`config.mk`:
```
export PLATFORM = sky130hd
export DESIGN_NAME = memcpy_engine_flat
export DESIGN_NICKNAME = d
export VERILOG_FILES = /design/src/rtl/memcpy_engine_pkg.sv /design/src/rtl/memcpy_engine_if.sv /design/src/rtl/memcpy_engine_ram_sdp.sv /design/src/rtl/memcpy_engine.sv /design/src/flat_wrapper.sv
export SDC_FILE = /design/constraint.sdc
export NUM_CORES = 2
export LEC_CHECK = 0
export BUFFER_PORTS_ARGS = -buffer_cell sky130_fd_sc_hd__buf_2
export CAP_MARGIN = 20
export CORE_MARGIN = 2
export CORE_UTILIZATION = 55
export DETAILED_ROUTE_END_ITERATION = 8
export MAX_ROUTING_LAYER = met4
export PLACE_DENSITY = 0.71
export SYNTH_ARGS = -nofsm -noshare
export SYNTH_HDL_FRONTEND = slang
export SYNTH_HIERARCHICAL = 1
export SYNTH_SLANG_ARGS = --single-unit
```
`constraint.sdc`:
```
create_clock -name clk -period 8.5 [get_ports clk]
set_input_delay 0 -clock clk [delete_from_list [all_inputs] [get_ports clk]]
set_output_delay 0 -clock clk [all_outputs]
set_load 0.05 [all_outputs]
```
`src/rtl/memcpy_engine_pkg.sv`:
```
// memcpy_pkg: shared types and helpers for the memcpy_engine block.
//   state_e  - copy engine FSM states
//   rc_width - bit width that holds base+count sums without overflow
package memcpy_pkg;

  typedef enum logic [1:0] {
    ST_IDLE  = 2'd0,
    ST_COPY  = 2'd1,
    ST_DRAIN = 2'd2,
    ST_FIN   = 2'd3
  } state_e;

  // One bit wider than the larger of address and count so that
  // base + num never wraps when compared against DEPTH.
  function automatic int rc_width(input int addr_w, input int len_w);
    return ((addr_w > len_w) ? addr_w : len_w) + 1;
  endfunction

endpackage

```
`src/rtl/memcpy_engine_if.sv`:
```
// memcpy_engine_if: host-side bundle of the memcpy_engine.
//   host_we/host_addr/host_wdata/host_rdata - word access to the RAM while idle
//   start/dest/src/num                      - copy request, sampled with start
//   busy/done/error                         - copy status
// master: host/driver side, slave: engine side.
interface memcpy_engine_if #(
  parameter int DATA_WIDTH = 8,
  parameter int ADDR_WIDTH = 8,
  parameter int LEN_WIDTH  = 8
);

  logic                  host_we;
  logic [ADDR_WIDTH-1:0] host_addr;
  logic [DATA_WIDTH-1:0] host_wdata;
  logic [DATA_WIDTH-1:0] host_rdata;
  logic                  start;
  logic [ADDR_WIDTH-1:0] dest;
  logic [ADDR_WIDTH-1:0] src;
  logic [LEN_WIDTH-1:0]  num;
  logic                  busy;
  logic                  done;
  logic                  error;

  modport master (
    output host_we, host_addr, host_wdata, start, dest, src, num,
    input  host_rdata, busy, done, error
  );

  modport slave (
    input  host_we, host_addr, host_wdata, start, dest, src, num,
    output host_rdata, busy, done, error
  );

endinterface

```
`src/rtl/memcpy_engine_ram_sdp.sv`:
```
// ram_sdp: simple dual-port RAM, one write port and one registered read port.
//   clk, rst_n       - clock, async active-low reset (read register only)
//   we/waddr/wdata   - synchronous write
//   raddr/rdata      - read, rdata valid one cycle after raddr
// A read and a write to the same word on the same edge returns the old word.
module ram_sdp #(
  parameter int DATA_WIDTH = 8,
  parameter int ADDR_WIDTH = 8,
  parameter int DEPTH      = 1 << ADDR_WIDTH
) (
  input  logic                  clk,
  input  logic                  rst_n,
  input  logic                  we,
  input  logic [ADDR_WIDTH-1:0] waddr,
  input  logic [DATA_WIDTH-1:0] wdata,
  input  logic [ADDR_WIDTH-1:0] raddr,
  output logic [DATA_WIDTH-1:0] rdata
);

  logic [DATA_WIDTH-1:0] mem [DEPTH];
  logic [DATA_WIDTH-1:0] rdata_q;

  // Array contents are deliberately not reset.
  always_ff @(posedge clk) begin
    if (we) mem[waddr] <= wdata;
  end

  always_ff @(posedge clk or negedge rst_n) begin
    if (!rst_n) rdata_q <= '0;
    else        rdata_q <= mem[raddr];
  end

  assign rdata = rdata_q;

endmodule

```
`src/rtl/memcpy_engine.sv`:
```
// memcpy_engine: internal dual-port RAM plus a memmove-style block copier.
//   clk, rst_n - clock, async active-low reset
//   bus        - memcpy_engine_if slave: host RAM access, copy request/status
// The host owns the RAM ports while busy=0; the copier owns them while busy=1.
// Copy pipeline: read word at edge Ek, write it to its destination at E(k+1).
//
// state    | meaning
// ---------+-------------------------------------------------------------
// ST_IDLE  | host access, waiting for start
// ST_COPY  | request latched; range check, then one source read per cycle
// ST_DRAIN | last read done, final write pending
// ST_FIN   | done (and error if rejected) pulse, back to idle
module memcpy_engine
  import memcpy_pkg::*;
#(
  parameter int DATA_WIDTH = 8,
  parameter int ADDR_WIDTH = 8,
  parameter int DEPTH      = 1 << ADDR_WIDTH,
  parameter int LEN_WIDTH  = 8
) (
  input  logic clk,
  input  logic rst_n,
  memcpy_engine_if.slave bus
);

  localparam int RW = rc_width(ADDR_WIDTH, LEN_WIDTH);
  localparam logic [RW-1:0] DEPTH_W = RW'(DEPTH);

  state_e                state_q, state_d;
  logic [ADDR_WIDTH-1:0] dest_q, dest_d;
  logic [ADDR_WIDTH-1:0] src_q, src_d;
  logic [LEN_WIDTH-1:0]  num_q, num_d;
  logic [LEN_WIDTH-1:0]  rem_q, rem_d;
  logic                  wr_vld_q, wr_vld_d;
  logic [ADDR_WIDTH-1:0] wr_addr_q, wr_addr_d;
  logic                  busy_q, busy_d;
  logic                  done_q, done_d;
  logic                  error_q, error_d;
  logic                  rd_host_q, rd_host_d;
  logic [DATA_WIDTH-1:0] hold_q, hold_d;

  logic [RW-1:0]         src_ext, dest_ext, num_ext, src_end, dest_end;
  logic                  range_err, desc;
  logic [LEN_WIDTH-1:0]  rd_off;
  logic [ADDR_WIDTH-1:0] rd_addr;

  logic                  ram_we;
  logic [ADDR_WIDTH-1:0] ram_waddr, ram_raddr;
  logic [DATA_WIDTH-1:0] ram_wdata, ram_rdata;

  assign src_ext   = RW'(src_q);
  assign dest_ext  = RW'(dest_q);
  assign num_ext   = RW'(num_q);
  assign src_end   = src_ext + num_ext;
  assign dest_end  = dest_ext + num_ext;
  assign range_err = (src_end > DEPTH_W) || (dest_end > DEPTH_W);
  // Destination inside the source window above src: copy top-down so
  // no source word is overwritten before it has been read.
  assign desc      = (dest_ext > src_ext) && (dest_ext < src_end);

  // rem_q counts reads still to issue; offset of the current read.
  assign rd_off  = desc ? (rem_q - LEN_WIDTH'(1)) : (num_q - rem_q);
  assign rd_addr = src_q + ADDR_WIDTH'(rd_off);

  always_comb begin
    state_d   = state_q;
    dest_d    = dest_q;
    src_d     = src_q;
    num_d     = num_q;
    rem_d     = rem_q;
    wr_vld_d  = 1'b0;
    wr_addr_d = wr_addr_q;
    busy_d    = busy_q;
    done_d    = 1'b0;
    error_d   = 1'b0;
    unique case (state_q)
      ST_IDLE: begin
        if (bus.start) begin
          dest_d  = bus.dest;
          src_d   = bus.src;
          num_d   = bus.num;
          rem_d   = bus.num;
          busy_d  = 1'b1;
          state_d = ST_COPY;
        end
      end
      ST_COPY: begin
        if (range_err || (num_q == '0)) begin
          busy_d  = 1'b0;
          done_d  = 1'b1;
          error_d = range_err;
          state_d = ST_FIN;
        end else begin
          wr_vld_d  = 1'b1;
          wr_addr_d = dest_q + ADDR_WIDTH'(rd_off);
          rem_d     = rem_q - LEN_WIDTH'(1);
          if (rem_q == LEN_WIDTH'(1)) state_d = ST_DRAIN;
        end
      end
      ST_DRAIN: begin
        busy_d  = 1'b0;
        done_d  = 1'b1;
        state_d = ST_FIN;
      end
      ST_FIN: begin
        state_d = ST_IDLE;
      end
      default: begin
        busy_d  = 1'b0;
        state_d = ST_IDLE;
      end
    endcase
  end

  // host_rdata follows the RAM read register only when the previous read
  // was a host read; otherwise it holds the last host-visible value.
  assign rd_host_d = ~busy_q;
  assign hold_d    = bus.host_rdata;

  always_ff @(posedge clk or negedge rst_n) begin
    if (!rst_n) begin
      state_q   <= ST_IDLE;
      dest_q    <= '0;
      src_q     <= '0;
      num_q     <= '0;
      rem_q     <= '0;
      wr_vld_q  <= 1'b0;
      wr_addr_q <= '0;
      busy_q    <= 1'b0;
      done_q    <= 1'b0;
      error_q   <= 1'b0;
      rd_host_q <= 1'b1;
      hold_q    <= '0;
    end else begin
      state_q   <= state_d;
      dest_q    <= dest_d;
      src_q     <= src_d;
      num_q     <= num_d;
      rem_q     <= rem_d;
      wr_vld_q  <= wr_vld_d;
      wr_addr_q <= wr_addr_d;
      busy_q    <= busy_d;
      done_q    <= done_d;
      error_q   <= error_d;
      rd_host_q <= rd_host_d;
      hold_q    <= hold_d;
    end
  end

  assign ram_we    = busy_q ? wr_vld_q  : bus.host_we;
  assign ram_waddr = busy_q ? wr_addr_q : bus.host_addr;
  assign ram_wdata = busy_q ? ram_rdata : bus.host_wdata;
  assign ram_raddr = busy_q ? rd_addr   : bus.host_addr;

  ram_sdp #(
    .DATA_WIDTH(DATA_WIDTH),
    .ADDR_WIDTH(ADDR_WIDTH),
    .DEPTH     (DEPTH)
  ) u_ram (
    .clk  (clk),
    .rst_n(rst_n),
    .we   (ram_we),
    .waddr(ram_waddr),
    .wdata(ram_wdata),
    .raddr(ram_raddr),
    .rdata(ram_rdata)
  );

  assign bus.host_rdata = rd_host_q ? ram_rdata : hold_q;
  assign bus.busy       = busy_q;
  assign bus.done       = done_q;
  assign bus.error      = error_q;

endmodule

```
`src/flat_wrapper.sv`:
```
// flat-port wrapper written by rule: the top's interface ports become plain ports
module memcpy_engine_flat import memcpy_pkg::*;
#(
  parameter int DATA_WIDTH = 8,
  parameter int ADDR_WIDTH = 8,
  parameter int DEPTH      = 1 << ADDR_WIDTH,
  parameter int LEN_WIDTH  = 8
)
  (clk, rst_n, bus_host_we, bus_host_addr, bus_host_wdata, bus_start, bus_dest, bus_src, bus_num, bus_host_rdata, bus_busy, bus_done, bus_error);
  memcpy_engine_if #(.DATA_WIDTH(DATA_WIDTH), .ADDR_WIDTH(ADDR_WIDTH), .LEN_WIDTH(LEN_WIDTH)) bus_i ();
  input  logic clk;
  input  logic rst_n;
  input wire logic [$bits(bus_i.host_we)-1:0] bus_host_we;
  input wire logic [$bits(bus_i.host_addr)-1:0] bus_host_addr;
  input wire logic [$bits(bus_i.host_wdata)-1:0] bus_host_wdata;
  input wire logic [$bits(bus_i.start)-1:0] bus_start;
  input wire logic [$bits(bus_i.dest)-1:0] bus_dest;
  input wire logic [$bits(bus_i.src)-1:0] bus_src;
  input wire logic [$bits(bus_i.num)-1:0] bus_num;
  output wire logic [$bits(bus_i.host_rdata)-1:0] bus_host_rdata;
  output wire logic [$bits(bus_i.busy)-1:0] bus_busy;
  output wire logic [$bits(bus_i.done)-1:0] bus_done;
  output wire logic [$bits(bus_i.error)-1:0] bus_error;
  assign bus_i.host_we = bus_host_we;
  assign bus_i.host_addr = bus_host_addr;
  assign bus_i.host_wdata = bus_host_wdata;
  assign bus_i.start = bus_start;
  assign bus_i.dest = bus_dest;
  assign bus_i.src = bus_src;
  assign bus_i.num = bus_num;
  assign bus_host_rdata = bus_i.host_rdata;
  assign bus_busy = bus_i.busy;
  assign bus_done = bus_i.done;
  assign bus_error = bus_i.error;
  memcpy_engine #(.DATA_WIDTH(DATA_WIDTH), .ADDR_WIDTH(ADDR_WIDTH), .DEPTH(DEPTH), .LEN_WIDTH(LEN_WIDTH)) u_core (.clk(clk), .rst_n(rst_n), .bus(bus_i));
endmodule
```
## Word level (Yosys, flattened, before mapping)

Memory sizes are Yosys's and may differ from the RTL's. A register that Yosys moved wholly into a read port is not among the register bits.
Cells that the tools add are included.

- Input bits: 44
- Flip-flop bits (word level): 55
- Memories: 1
- Output and inout bits: 11
- Word-level logic and storage cells: 70
- Bits in writable memories: 2048

Memory list:

| memory | words | width | read ports | clocked after memory_dff | write ports | line | source |
|---|---|---|---|---|---|---|---|
| u_core.u_ram.mem | 256 | 8 | 1 | 1 | 1 | memcpy_engine_ram_sdp.sv:20 | `logic [DATA_WIDTH-1:0] mem [DEPTH];` |

- Magnitude comparators: 4
- Eq/ne operators: 8
- Bitwise logic cells: 2
- Add/subtract/negate cells: 6
- Reductions and logical operators: 13
- Multiplexer cells: 24

Operators by type and width:

| operator | number |
|---|---|
| 2-to-1 mux 8 bit | 7 |
| adder 8 x 8 -> 9 bit | 2 |
| > comparator 9 bit (second input constant) | 2 |
| adder 8 bit | 2 |
| case mux 8 bit (2 select lines) | 1 |
| 2-to-1 mux 1 bit | 10 |
| less-than comparator 8 x 9 -> 1 bit | 1 |
| == test 8 x 1 -> 1 bit (second input constant) | 1 |
| > comparator 8 bit | 1 |
| logical NOT 8 bit | 1 |
| case mux 2 bit (4 select lines) | 1 |
| subtractor 8 x 1 -> 8 bit (second input constant) | 1 |
| subtractor 8 bit | 1 |
| 2-to-1 mux 2 bit | 3 |
| AND reduction 2 bit | 3 |
| AND reduction 3 bit | 2 |
| == test 2 bit (second input constant) | 2 |
| != test 2 bit (second input constant) | 2 |
| != test 3 x 1 -> 1 bit (second input constant) | 1 |
| case mux 1 bit (3 select lines) | 1 |
| nonzero test 3 bit | 1 |
| == test 2 x 1 -> 1 bit (second input constant) | 1 |
| logical NOT 2 bit | 1 |
| logical OR 1 bit | 2 |
| other kinds (6) | 7 |

## Depth between registers and ports, before layout

- Depth after elaboration: 6
- Gate-level depth with buffers: 31
- Depth with buffers taken out: 28

## Cells and area by module

Netlist, hierarchy kept.

By module, submodules not included:

| module | sequential area each (um^2) | area each (um^2) | times used | cells each |
|---|---|---|---|---|
| ram_sdp | 61699.2 | 80038.0 | 1 | 3795 |
| memcpy_engine | 1377.6 | 4788.3 | 1 | 496 |

## Worst setup path after synthesis

No wires, ideal clock.

- Path type: register -> register
- From: reg u_core.num_q[1]
- To: reg u_core.u_ram.rdata_q[0], in the netlist u_core/u_ram/rdata[0], read port of u_core.u_ram.mem
- Slack: 2394 ps
- Period minus slack after synthesis: 6106 ps
- Arrival: 5971 ps
- Data required time: 8365 ps
- Library setup time: 135 ps
- Buffers on the path: 2
- Stages on the path, launching flop included: 27
- Cell sequence: dfrtp_1 > ha_1 > a211oi_2 > and4bb_1 > o32a_4 > xnor2_4 > ha_1 > inv_1 > or2_2 > o221ai_2 > clkbuf_1 > nand2_1 > o21ai_0 > ha_1 > a21o_1 > a21oi_1 > o21ai_0 > o41ai_1 > xnor2_1 > xnor2_1 > mux2_2 > clkbuf_1 > or3b_2 > o221ai_1 > a21oi_1 > nor4_1 > nor4_2

- Longest elaborated chain between the ends: 6
- Elaborated cells on any way between the ends: 7
- Classes of those cells: 3 x add/sub; 1 x order compare; 2 x mux; 1 x reduce/logical

RTL lines:

| item | line | source |
|---|---|---|
| from (decl) | memcpy_engine.sv:32 | `logic [LEN_WIDTH-1:0] num_q, num_d;` |
| from (signal assigned) | memcpy_engine.sv:138 | `num_q <= num_d;` |
| adder 8 x 8 -> 9 bit | memcpy_engine.sv:54 | `assign src_end = src_ext + num_ext;` |
| less-than comparator 8 x 9 -> 1 bit | memcpy_engine.sv:59 | `assign desc = (dest_ext > src_ext) && (dest_ext < src_end);` |
| logical AND 1 bit | memcpy_engine.sv:59 |  |
| 2-to-1 mux 8 bit (*) | memcpy_engine.sv:62 | `assign rd_off = desc ? (rem_q - LEN_WIDTH'(1)) : (num_q - rem_q);` |
| adder 8 bit (*) | memcpy_engine.sv:63 | `assign rd_addr = src_q + ADDR_WIDTH'(rd_off);` |
| 2-to-1 mux 8 bit (*) | memcpy_engine.sv:153 | `assign ram_raddr = busy_q ? rd_addr : bus.host_addr;` |
| net u_core.ram_raddr[7] | memcpy_engine.sv:48 | `logic [ADDR_WIDTH-1:0] ram_waddr, ram_raddr;` |
| to (decl) | memcpy_engine_ram_sdp.sv:21 | `logic [DATA_WIDTH-1:0] rdata_q;` |

Mark *: on every way through the listed nets, which the timed path passes. The rest lies on a longest branch.
A chain may end at the register's enable or synchronous reset.

## Worst setup path in the final report

Ends and elaborated chain as after synthesis.

==> results.sh <==
export IMPL_die_h_um=396.7
export IMPL_htree_levels=4
export IMPL_portBuffers=54
export IMPL_slew_headroom_pct=19.72
export IMPL_via_per_inst=6.506
export IMPL_timing_rr_end="u_core/u_ram/rdata[0]"
export IMPL_final_nets=4569
export IMPL_worstPathArrival_ns=8.57
export IMPL_wl_per_cell_um=30.59
export IMPL_whs_endpoint="u_core/u_ram/mem[243][6]"
export IMPL_num_fill_cells=10460
export IMPL_ys_seq_area_share_pct=74.36
export IMPL_critPathMaxFanout=15
export IMPL_post_route_drc_count=0
export IMPL_yosysMostFrequentCell="edfxtp_1"
export IMPL_yosysTopAreaCell="edfxtp_1"
export IMPL_cts_reportedPaths_clkPinSlew_ns=0.06
export IMPL_grt_max_degree=172
export IMPL_grt_total_usage_pct=26.95
export IMPL_num_rows=144
export IMPL_antenna_found_initial=8
export IMPL_synth_avg_cell_area_um2=19.77
export IMPL_synthCells=4291
export IMPL_pin_count=55
export IMPL_synth_area_leaders="edfxtp_1 72%, mux4_2 12%, mux2i_1 1.9%"
export IMPL_area_growth_pct=11.49
export IMPL_synth_common_cells="2048 x edfxtp_1, 445 x mux4_2, 299 x nor2_1, 165 x mux2i_1, 130 x nand2_1"
export IMPL_routed_wl_um=204400
export IMPL_synth_edff_count=2048
export IMPL_hold_class="in -> reg"
export IMPL_preCtsSetupSlack_ns=0.7830
export IMPL_firstDrtPassIters=5
export IMPL_root_buffer="clkbuf_16"
export IMPL_fmax_ghz=0.1265
export IMPL_startpoint_type="flop"
export IMPL_timing_rr_start="u_core/num_q[1]"
export IMPL_drv_slew=0
export IMPL_grt_pass1_vias=42580
export IMPL_synth_top_area_share_pct=72.50
export IMPL_cap_violations=0
export IMPL_core_area_mm2=0.1537
export IMPL_synth_warnings=6
export IMPL_vias=43460
export IMPL_setup_violations_final=0
export IMPL_tns_ns=0
export IMPL_initial_core_util_pct=55.19
export IMPL_path_class="reg -> reg"
export IMPL_clock_path_buffers=3
export IMPL_die_w_um=396.7
export IMPL_hold_viol_final=0
export IMPL_cts_inserted_buffers=203
export IMPL_fin_ws_ns=0.5925
export IMPL_rr_worst_depth=24
export IMPL_synth_seq_cells=2111
export IMPL_hold_path_startpoint="bus_host_wdata[6]"
export IMPL_fin_crit_ns=7.908
export IMPL_drive_gt1_share_pct=21.92
export IMPL_place_congestion=0.9067
export IMPL_end_kind="flop"
export IMPL_reg2reg_slack_ns=0.59
export IMPL_worstHoldPathCells=2
export IMPL_status="finished clean"
export IMPL_postRouteAntennaNets=0
export IMPL_clock_latency_ns=0.84
export IMPL_drt_iter0_drc=5750
export IMPL_fin_skew_ns=0.04935
export IMPL_tritoncts="done"
export IMPL_cts_sinks=2111
export IMPL_ys_flop_type="edfxtp_1"
export IMPL_grt_overflow=0
export IMPL_worst_pin_slew_ns=1.204
export IMPL_synth_area_mm2=0.08483
export IMPL_post_route_period_util_pct=93.03
export IMPL_dpl_hpwl_um=124200
export IMPL_worstPathRequired_ns=9.17
export IMPL_rsz0062_at_grt="no"
export IMPL_dieArea_mm2=0.1574
export IMPL_grt_pass1_wl_um=298100
export IMPL_async_flop_share_pct=2.984
export IMPL_ys_types=92
export IMPL_syn_nets=4398
[worst max-delay path, cell delays in order, from the launching register on]
cell	delay [ns]
dfrtp_1	0.47
ha_1	0.33
a211oi_2	0.24
and4bb_1	0.24
o32a_4	0.34
xnor2_4	0.14
ha_1	0.28
inv_1	0.03
or2_2	0.29
o221ai_2	0.54
o21ai_0	0.42
fa_1	0.55
a21o_1	0.17
a21o_1	0.19
a21o_1	0.18
a21oi_1	0.17
xor2_1	0.09
o21ai_1	0.88
buf_4	0.31
and3_1	0.37
o221ai_1	0.24
a21oi_1	0.19
nor3_1	0.09
nor4_1	0.89
nor4_2	0.12
[cell usage in the layout, fill, tap and decap left out, types with 13 or more instances in the layout]
cell type,instances
a22oi_1,94
xnor2_1,20
o21ai_0,21
nor2b_1,32
a21oi_1,103
nor2_1,296
clkinv_2,32
nand2_1,127
nor4_1,20
buf_4,88
edfxtp_1,2048
dlygate4sd3_1,53
mux2_2,53
nand3_1,48
and2_1,13
a22o_1,19
mux2i_1,165
mux4_2,445
ha_1,58
inv_1,36
o221ai_1,36
o21ai_1,15
a221oi_1,21
nand2b_1,15
nand4_1,26
nor3_1,23
clkbuf_16,203
buf_2,53
a31oi_1,19
bufinv_16,17
dfrtp_1,61
o22ai_1,34
clkbuf_1,43
buf_12,16
clkinv_1,45
[sequential cells by signal (all words and copies together) (netlist names)]
| signal | flops |
|---|---|
| u_core/dest_q | 8 |
| u_core/src_q | 8 |
| u_core/wr_addr_q | 8 |
| u_core/state_q | 2 |
| u_core/bus.error | 1 |
| u_core/hold_q | 8 |
| u_core/num_q | 8 |
| u_core/bus.busy | 1 |
| u_core/rd_host_q | 1 |
| u_core/bus.done | 1 |
| u_core/rem_q | 8 |
| u_core/u_ram/mem | 2048 |
| u_core/wr_vld_q | 1 |
| u_core/u_ram/rdata | 8 |
[cell families (layout without fill, tap and decap cells)]
kind of cell    count (synthesis)  count (layout)  synth area share [%]
mux                           676             676                 14.66
fa+ha+maj                      63              63                0.9735
xor+xnor                       32              32                0.3614
flops                        2111            2111                 74.36
buf+inv                       286             630                 2.080
simple gates                  658             658                 3.605
other cells                     0               1                     0
compound gates                465             465                 3.960
[per-layer routing]
metal,global-route usage [%],wire length (µm),vias up,part of all wire [%]
li1,-,-,18010,-
met1,38.31,81570,22820,40
met2,40.61,97520,2264,48
met3,4.461,18640,369,9.1
met4,8.426,6629,0,3.2
met5,-,0,-,0
[area by class of cell]
cell class	count	area [µm²]	share of cell area, %
Multi-Input combinational cell	1894	20190	21.35
Clock inverter	122	1323	1.398
Tap cell	2044	2557	2.704
Clock buffer	256	5379	5.688
Sequential cell	2111	63080	66.70
Antenna cell	1	2.502	0.002646
Timing Repair Buffer	215	1902	2.011
Inverter	37	138.9	0.1469
[worst max-delay path by stage]
stage                         start                    end  slack (ns)  cells after the start
floorplan           u_core/num_q[1]  u_core/u_ram/rdata[0]        2.39                     26
global placement    u_core/num_q[0]  u_core/u_ram/rdata[3]        0.31                     27
detailed placement  u_core/num_q[1]  u_core/u_ram/rdata[0]        0.78                     24
CTS                 u_core/num_q[1]  u_core/u_ram/rdata[0]        0.71                     24
global route        u_core/num_q[0]  u_core/u_ram/rdata[3]        0.14                     27
finish              u_core/num_q[1]  u_core/u_ram/rdata[0]        0.59                     24
[what timing repair did]
item                      4_1_cts  5_1_grt
hold buffers                   51        2
gates resized for setup         0        0
hold endpoints to repair       98       64
setup buffers                   0        0
[through the flow]
step	util (%)	instances	cell area (µm²)	hold slack, ns
floorplan	-	4291	84830	-0.2956
global placement	56.74	6243	87210	-0.1747
detailed placement	56.77	6245	87250	-0.1678
CTS	61.47	6674	94470	0.002368
global route	61.54	6680	94570	0.02424
finish	61.54	6680	94570	0.03679
Power is left out: the tool's default activity adds up to more than one toggle a clock period on the data nets, which glitch-free logic cannot reach.
